`src/rtl/fpu_issue_ctrl.sv`:
```
// fpu_issue_ctrl: valid/ready issue front-end holding FP ALU inputs for a settle window, capturing result+flags into a drained output register, with sticky flags and op counter (ports: in_* upstream, alu_* ALU side, out_* downstream, sticky_*/busy/ops_count status)
module fpu_issue_ctrl #(
  parameter int SETTLE_CYCLES = 2,
  parameter int CNT_W = 16
) (
  input  logic             clk,
  input  logic             rst,
  input  logic             in_valid,
  output logic             in_ready,
  input  logic [31:0]      in_a,
  input  logic [31:0]      in_b,
  input  logic [3:0]       in_op,
  output logic [31:0]      alu_a_operand,
  output logic [31:0]      alu_b_operand,
  output logic [3:0]       alu_operation,
  input  logic [31:0]      alu_output,
  input  logic             alu_exception,
  input  logic             alu_overflow,
  input  logic             alu_underflow,
  output logic             out_valid,
  input  logic             out_ready,
  output logic [31:0]      out_result,
  output logic             out_exception,
  output logic             out_overflow,
  output logic             out_underflow,
  output logic             out_illegal,
  input  logic             sticky_clr,
  output logic [3:0]       sticky_flags,
  output logic             busy,
  output logic [CNT_W-1:0] ops_count
);
  typedef enum logic [1:0] {IDLE, SETTLE, DONE} state_t;
  localparam logic [3:0] CNT_LOAD = 4'(SETTLE_CYCLES - 1);
  state_t state, state_n;
  logic [3:0] cnt;
  logic legal, accept, drain, capture;
  logic [3:0] cap_flags;
  assign legal = in_op[3:2] == 2'b00;
  assign in_ready = state == IDLE || (state == DONE && out_ready);
  assign accept = in_valid && in_ready;
  assign drain = state == DONE && out_ready;
  assign capture = (state == SETTLE && cnt == 4'd0) || (accept && !legal);
  assign cap_flags = state == SETTLE ? {1'b0, alu_underflow, alu_overflow, alu_exception} : 4'b1000;
  assign out_valid = state == DONE;
  assign busy = state != IDLE;
  always_ff @(posedge clk)
    if (rst) state <= IDLE;
    else state <= state_n;
  always_comb begin
    state_n = state;
    state_n = accept ? (legal ? SETTLE : DONE) :
              state == SETTLE ? (cnt == 4'd0 ? DONE : SETTLE) :
              drain ? IDLE : state;
  end
  always_ff @(posedge clk)
    if (rst) begin
      alu_a_operand <= '0;
      alu_b_operand <= '0;
      alu_operation <= '0;
      cnt           <= '0;
      out_result    <= '0;
      out_exception <= 1'b0;
      out_overflow  <= 1'b0;
      out_underflow <= 1'b0;
      out_illegal   <= 1'b0;
      sticky_flags  <= '0;
      ops_count     <= '0;
    end else begin
      if (accept) begin
        alu_a_operand <= in_a;
        alu_b_operand <= in_b;
        alu_operation <= legal ? in_op : 4'd0;
        cnt           <= CNT_LOAD;
      end else if (state == SETTLE && cnt != 4'd0) cnt <= cnt - 4'd1;
      if (capture) begin
        out_result    <= state == SETTLE ? alu_output : 32'd0;
        out_exception <= cap_flags[0];
        out_overflow  <= cap_flags[1];
        out_underflow <= cap_flags[2];
        out_illegal   <= cap_flags[3];
      end
      sticky_flags <= (sticky_clr ? 4'd0 : sticky_flags) | (capture ? cap_flags : 4'd0);
      if (drain) ops_count <= ops_count + 1'b1;
    end
endmodule

```
`config.mk`:
```
export PLATFORM = sky130hd
export DESIGN_NAME = fpu_issue_ctrl
export DESIGN_NICKNAME = d
export VERILOG_FILES = /design/src/rtl/fpu_issue_ctrl.sv
export SDC_FILE = /design/constraint.sdc
export NUM_CORES = 1
export LEC_CHECK = 0
export BUFFER_PORTS_ARGS = -buffer_cell sky130_fd_sc_hd__buf_2
export CELL_PAD_IN_SITES_DETAIL_PLACEMENT = 1
export CELL_PAD_IN_SITES_GLOBAL_PLACEMENT = 2
export CORE_ASPECT_RATIO = 1.4
export CORE_MARGIN = 4
export CORE_UTILIZATION = 23
export DETAILED_ROUTE_END_ITERATION = 6
export PLACE_DENSITY_LB_ADDON = 0.1
export SLEW_MARGIN = 10
export SYNTH_ARGS = -nofsm -noshare
export SYNTH_HDL_FRONTEND = slang
export SYNTH_SLANG_ARGS = --single-unit
```
`constraint.sdc`:
```
create_clock -name clk -period 1.7 [get_ports clk]
set_input_delay 0.085 -clock clk [delete_from_list [all_inputs] [get_ports clk]]
set_output_delay 0.085 -clock clk [all_outputs]
set_load 0.05 [all_outputs]
```
== Yosys cells after proc, flatten, opt, wreduce, memory -nomap -nowiden ==
Cells that the tools add are included.

* Add/sub/neg operators: 2
* Eq/ne operators: 2
* Multiplexer cells: 12
* Bitwise logic cells: 1
* Reduce and logical (&&, ||, !) cells: 16

{| class="wikitable"
|+ Operator list
! kind !! count
|-
| 32-bit 2-to-1 mux || 1
|-
| 16-bit by 1-bit adder with 16-bit output (second input constant) || 1
|-
| 4-bit 2-to-1 mux || 4
|-
| 2-bit 2-to-1 mux || 5
|-
| 1-bit logical AND || 5
|-
| 2-bit logical NOT || 2
|-
| 4-bit logical NOT || 1
|-
| 4-bit bitwise OR || 1
|-
| 2-bit nonzero test || 2
|-
| 4-bit nonzero test || 1
|-
| 4-bit by 1-bit subtractor with 4-bit output (second input constant) || 1
|-
| 3-bit nonzero test || 1
|-
| 2-bit by 1-bit equality test with 1-bit output (second input constant) || 1
|-
| 2-bit equality test (second input constant) || 1
|-
| 1-bit logical OR || 2
|-
| 1-bit 2-to-1 mux || 2
|-
| 2-bit OR reduction || 1
|-
| 1-bit logical NOT || 1
|}

* Bits in registers: 130
* Output and inout port bits: 127
* Word-level logic and storage cells: 46

== Depth between registers and ports, before layout ==
* Word-level depth: 8
* Mapped depth: 8

== Least setup slack after synthesis ==
Ideal clock, no wire load.

* Kind: reg2reg
* From: register ops_count[2]
* To: register ops_count[13]
* Library setup time: 121 ps
* Data arrival time: 1742 ps
* Setup slack: -163 ps
* Cell stages (with the launch flop): 5
* Clock period less this slack: 1863 ps
* Cell sequence: dfxtp_1 > nand4_4 > nor4_4 > nand3_1 > mux2_4

* Cells in the longest elaborated chain, start to end: 1

{| class="wikitable"
|+ RTL lines
! item !! line !! source
|-
| start: declaration || 30 || <nowiki>output logic [CNT_W-1:0] ops_count</nowiki>
|-
| start signal: assignment || 83 || <nowiki>if (drain) ops_count <= ops_count + 1'b1;</nowiki>
|-
| 16-bit by 1-bit adder with 16-bit output || 83 ||
|}

No other way between the ends.
A chain may end at the register's enable or synchronous reset.

== Final worst setup path ==
* From: register cnt[1]
* To: register out_result[7]

* Cells in the longest elaborated chain, start to end: 3

{| class="wikitable"
|+ RTL lines
! item !! line !! source
|-
| start: declaration || 35 || <nowiki>logic [3:0] cnt;</nowiki>
|-
| start signal: assignment || 74 || <nowiki>end else if (state == SETTLE && cnt != 4'd0) cnt <= cnt - 4'd1;</nowiki>
|-
| 4-bit logical NOT || 42 || <nowiki>assign capture = (state == SETTLE && cnt == 4'd0) || (accept && !legal);</nowiki>
|-
| 1-bit logical AND || 42 ||
|-
| 1-bit logical OR || 42 ||
|-
| end signal: assignment || 76 || <nowiki>out_result <= state == SETTLE ? alu_output : 32'd0;</nowiki>
|-
| end: declaration || 22 || <nowiki>output logic [31:0] out_result,</nowiki>
|}

No other way between the ends.

==> out/qor.txt <==
initial antenna violation count = 1
Layout area overhead = 68.49%
ys flop type = dfxtp_1
Clock transition at path regs = 0.06 ns
leading cell type in the layout, fill and taps excluded = buf_2
starting density of the core = 23.53%
Total Wirelength = 19.01 mm
Skew-Pair Late Insertion Delay = 0.41 ns
Worst Path Required = 1.99 ns
Post-Place Worst Slack = -0.07088 ns
IO Pins = 235
largest net degree at the start of global routing = 60
leakage = 0.003751 µW
area of the die = 24230 µm²
final worst-path cycle share = 97.02%
hpwl dp = 12.79 mm
Worst VDD drop = 0.6337 mV
clock tree sinks = 130
Slew Viols, Final = 0
number of synthesized flops with an enable pin = 0
Startpoint Class = flip-flop
H-tree depth = 4
Antenna diodes = 0
Clock Path Buffers = 2
last weighted congestion value of the routability-driven placer = 0.7549
Net Count, Synth = 707
routed len/inst = 15.66 µm
Hold Fails Final Rpt = 0
grt total ovfl = 0
Final Critical Period = 1.649 ns
Die Height = 182.6 µm
CP arrival = 1.94 ns
Max Clock Skew = 0.007614 ns
Iteration-0 DRC Markers = 124
Max Clock Freq = 606.3 MHz
actual slew at the worst max-slew pin = 0.4747 ns
status = finished, final reports clean
yosys warns = 0
number of global-route vias before repair = 5896
endpoints failing setup = 0
cell area after synthesis = 5007 µm²
CTS tree = done
Syn Inst Count = 596
Die W = 132.7 µm
register area share after synthesis = 51.97%
most frequent cells in the layout = buf_2 (233), nand2_1 (139), dfxtp_1 (118)
routed vias = 5462
PwrDens = 1136 nW/µm²
DR DRC count = 0
Crit Path Class = reg2reg
Final nets = 1052
synthesized flop and latch total = 130
RSZ-0062 raised after global routing = true
IO buf count = 234
core box area = 21280 µm²
Final ANT Viol Nets = 0
TritonRoute pass-1 iters = 4
Worst Slack Setup Final = 0.05063 ns
library cells used by synthesis = 41
asr flop ratio synth = 0%
average size of a mapped cell = 8.402 µm²
Max-cap violations = 0
GRT Util Overall = 15.39%
cell row count = 63
critical-path maximum fanout = 8
Slew HR = 68.02%
root buffer cell = clkbuf_16
min-delay worst type = in2reg
Setup crit end kind = flip-flop
final core utilization = 39.64%
share of post-route cells with drive strength above 1 = 35.53%
first-pass GRT wire length = 30.44 mm
vias per cell = 4.499
Num CTS Buffers = 17
-- final timing paths --
path	slack, ns	cells after the start	start	end
worst max-delay path	0.05	7	cnt[1]	out_result[7]
worst min-delay path	0.12	4	out_ready	state[1]
worst max register to register	0.05	7	cnt[1]	out_result[7]
worst min register to register	0.45	2	alu_a_operand[31]	alu_a_operand[31]
-- area by class of cell --
class,count,area (µm²)
sequential,130,2618
multi-input combinational,420,2277
tap,260,325.3
inverter,5,18.77
clock buffer,19,442.9
clock inverter,13,172.7
timing repair buffer,367,2582
fill,2528,12850
-- metal layers --
metal | GRT usage, % | routed length, µm | vias up
met5 | 0 | 7 | -
met4 | 5.574 | 480 | 2
met3 | 4.109 | 962 | 28
met2 | 28.32 | 9853 | 165
met1 | 16.88 | 7709 | 2595
li1 | - | - | 2672
-- logic make-up (layout without fill, tap and decap cells) --
group	count (synthesis)	after routing	share of synthesized area, %
compound gates	120	120	12.44
xor+xnor	13	13	2.274
fa+ha+maj	3	3	0.7497
buf+inv	46	404	4.448
flops	130	130	51.97
mux	4	4	0.9494
simple gates	280	280	27.16
-- report_power, final --
part           internal (µW)  switching, µW  leakage, µW  total, µW
clock                   2380           1490     0.000299       3870
combinational            851           1500      0.00239       2350
sequential              3250            112      0.00107       3360
total                   6480           3110      0.00375       9580
-- critical path, stage by stage (launching register included) --
cell and delay (ns):
dfxtp_2 0.32, inv_2 0.08, ha_4 0.13, or3b_4 0.39
o32ai_4 0.19, buf_12 0.19, buf_16 0.14, o21ai_0 0.08
-- synthesized netlist by cell type (all sizes together), types with 5 or more instances --
cell type  count  share of area (%)
nand2b        40                5.3
nand3         42                4.2
a21oi         80                8.0
xnor2         10                1.7
dfxtp        130                 52
o21ai         35                3.5
nand4          5               0.92
inv            5               0.37
nor4           5               0.92
clkbuf        21                1.6
nand2        139                 10
nor3           7               0.70
nor2          24                1.8
nor2b          5               0.62
buf           20                2.5
-- metrics by stage --
step	total power, µW	TNS (ns)	instances	cell area, µm²	hold slack (ns)
after floorplan	4757	0	596	5019	0.2154
after global placement	5332	0	1072	6570	0.2978
after detailed placement	5380	-0.3927	1072	6570	0.3095
after CTS	9685	0	1211	8344	0.09462
after global routing	10020	-0.8868	1214	8437	0.1567
final	9584	0	1214	8437	0.1184
-- flip-flops by register name, indices dropped and copies added (netlist names) --
register / flops
alu_a_operand: 32
alu_b_operand: 32
out_result: 32
ops_count: 16
alu_operation: 4
cnt: 4
sticky_flags: 4
state: 2
out_exception: 1
out_illegal: 1
out_overflow: 1
out_underflow: 1
-- timing repair --
item                                    in CTS  in global routing
cloned                                       3                  1
endpoints found under the hold margin      113                  0
pin swaps                                    1                  9
hold buffers                               103                  0
buffers inserted                             1                  2
endpoints found under the setup margin      36                 41
resized for setup                           14                 22
(Power assumes the default switching activity.)
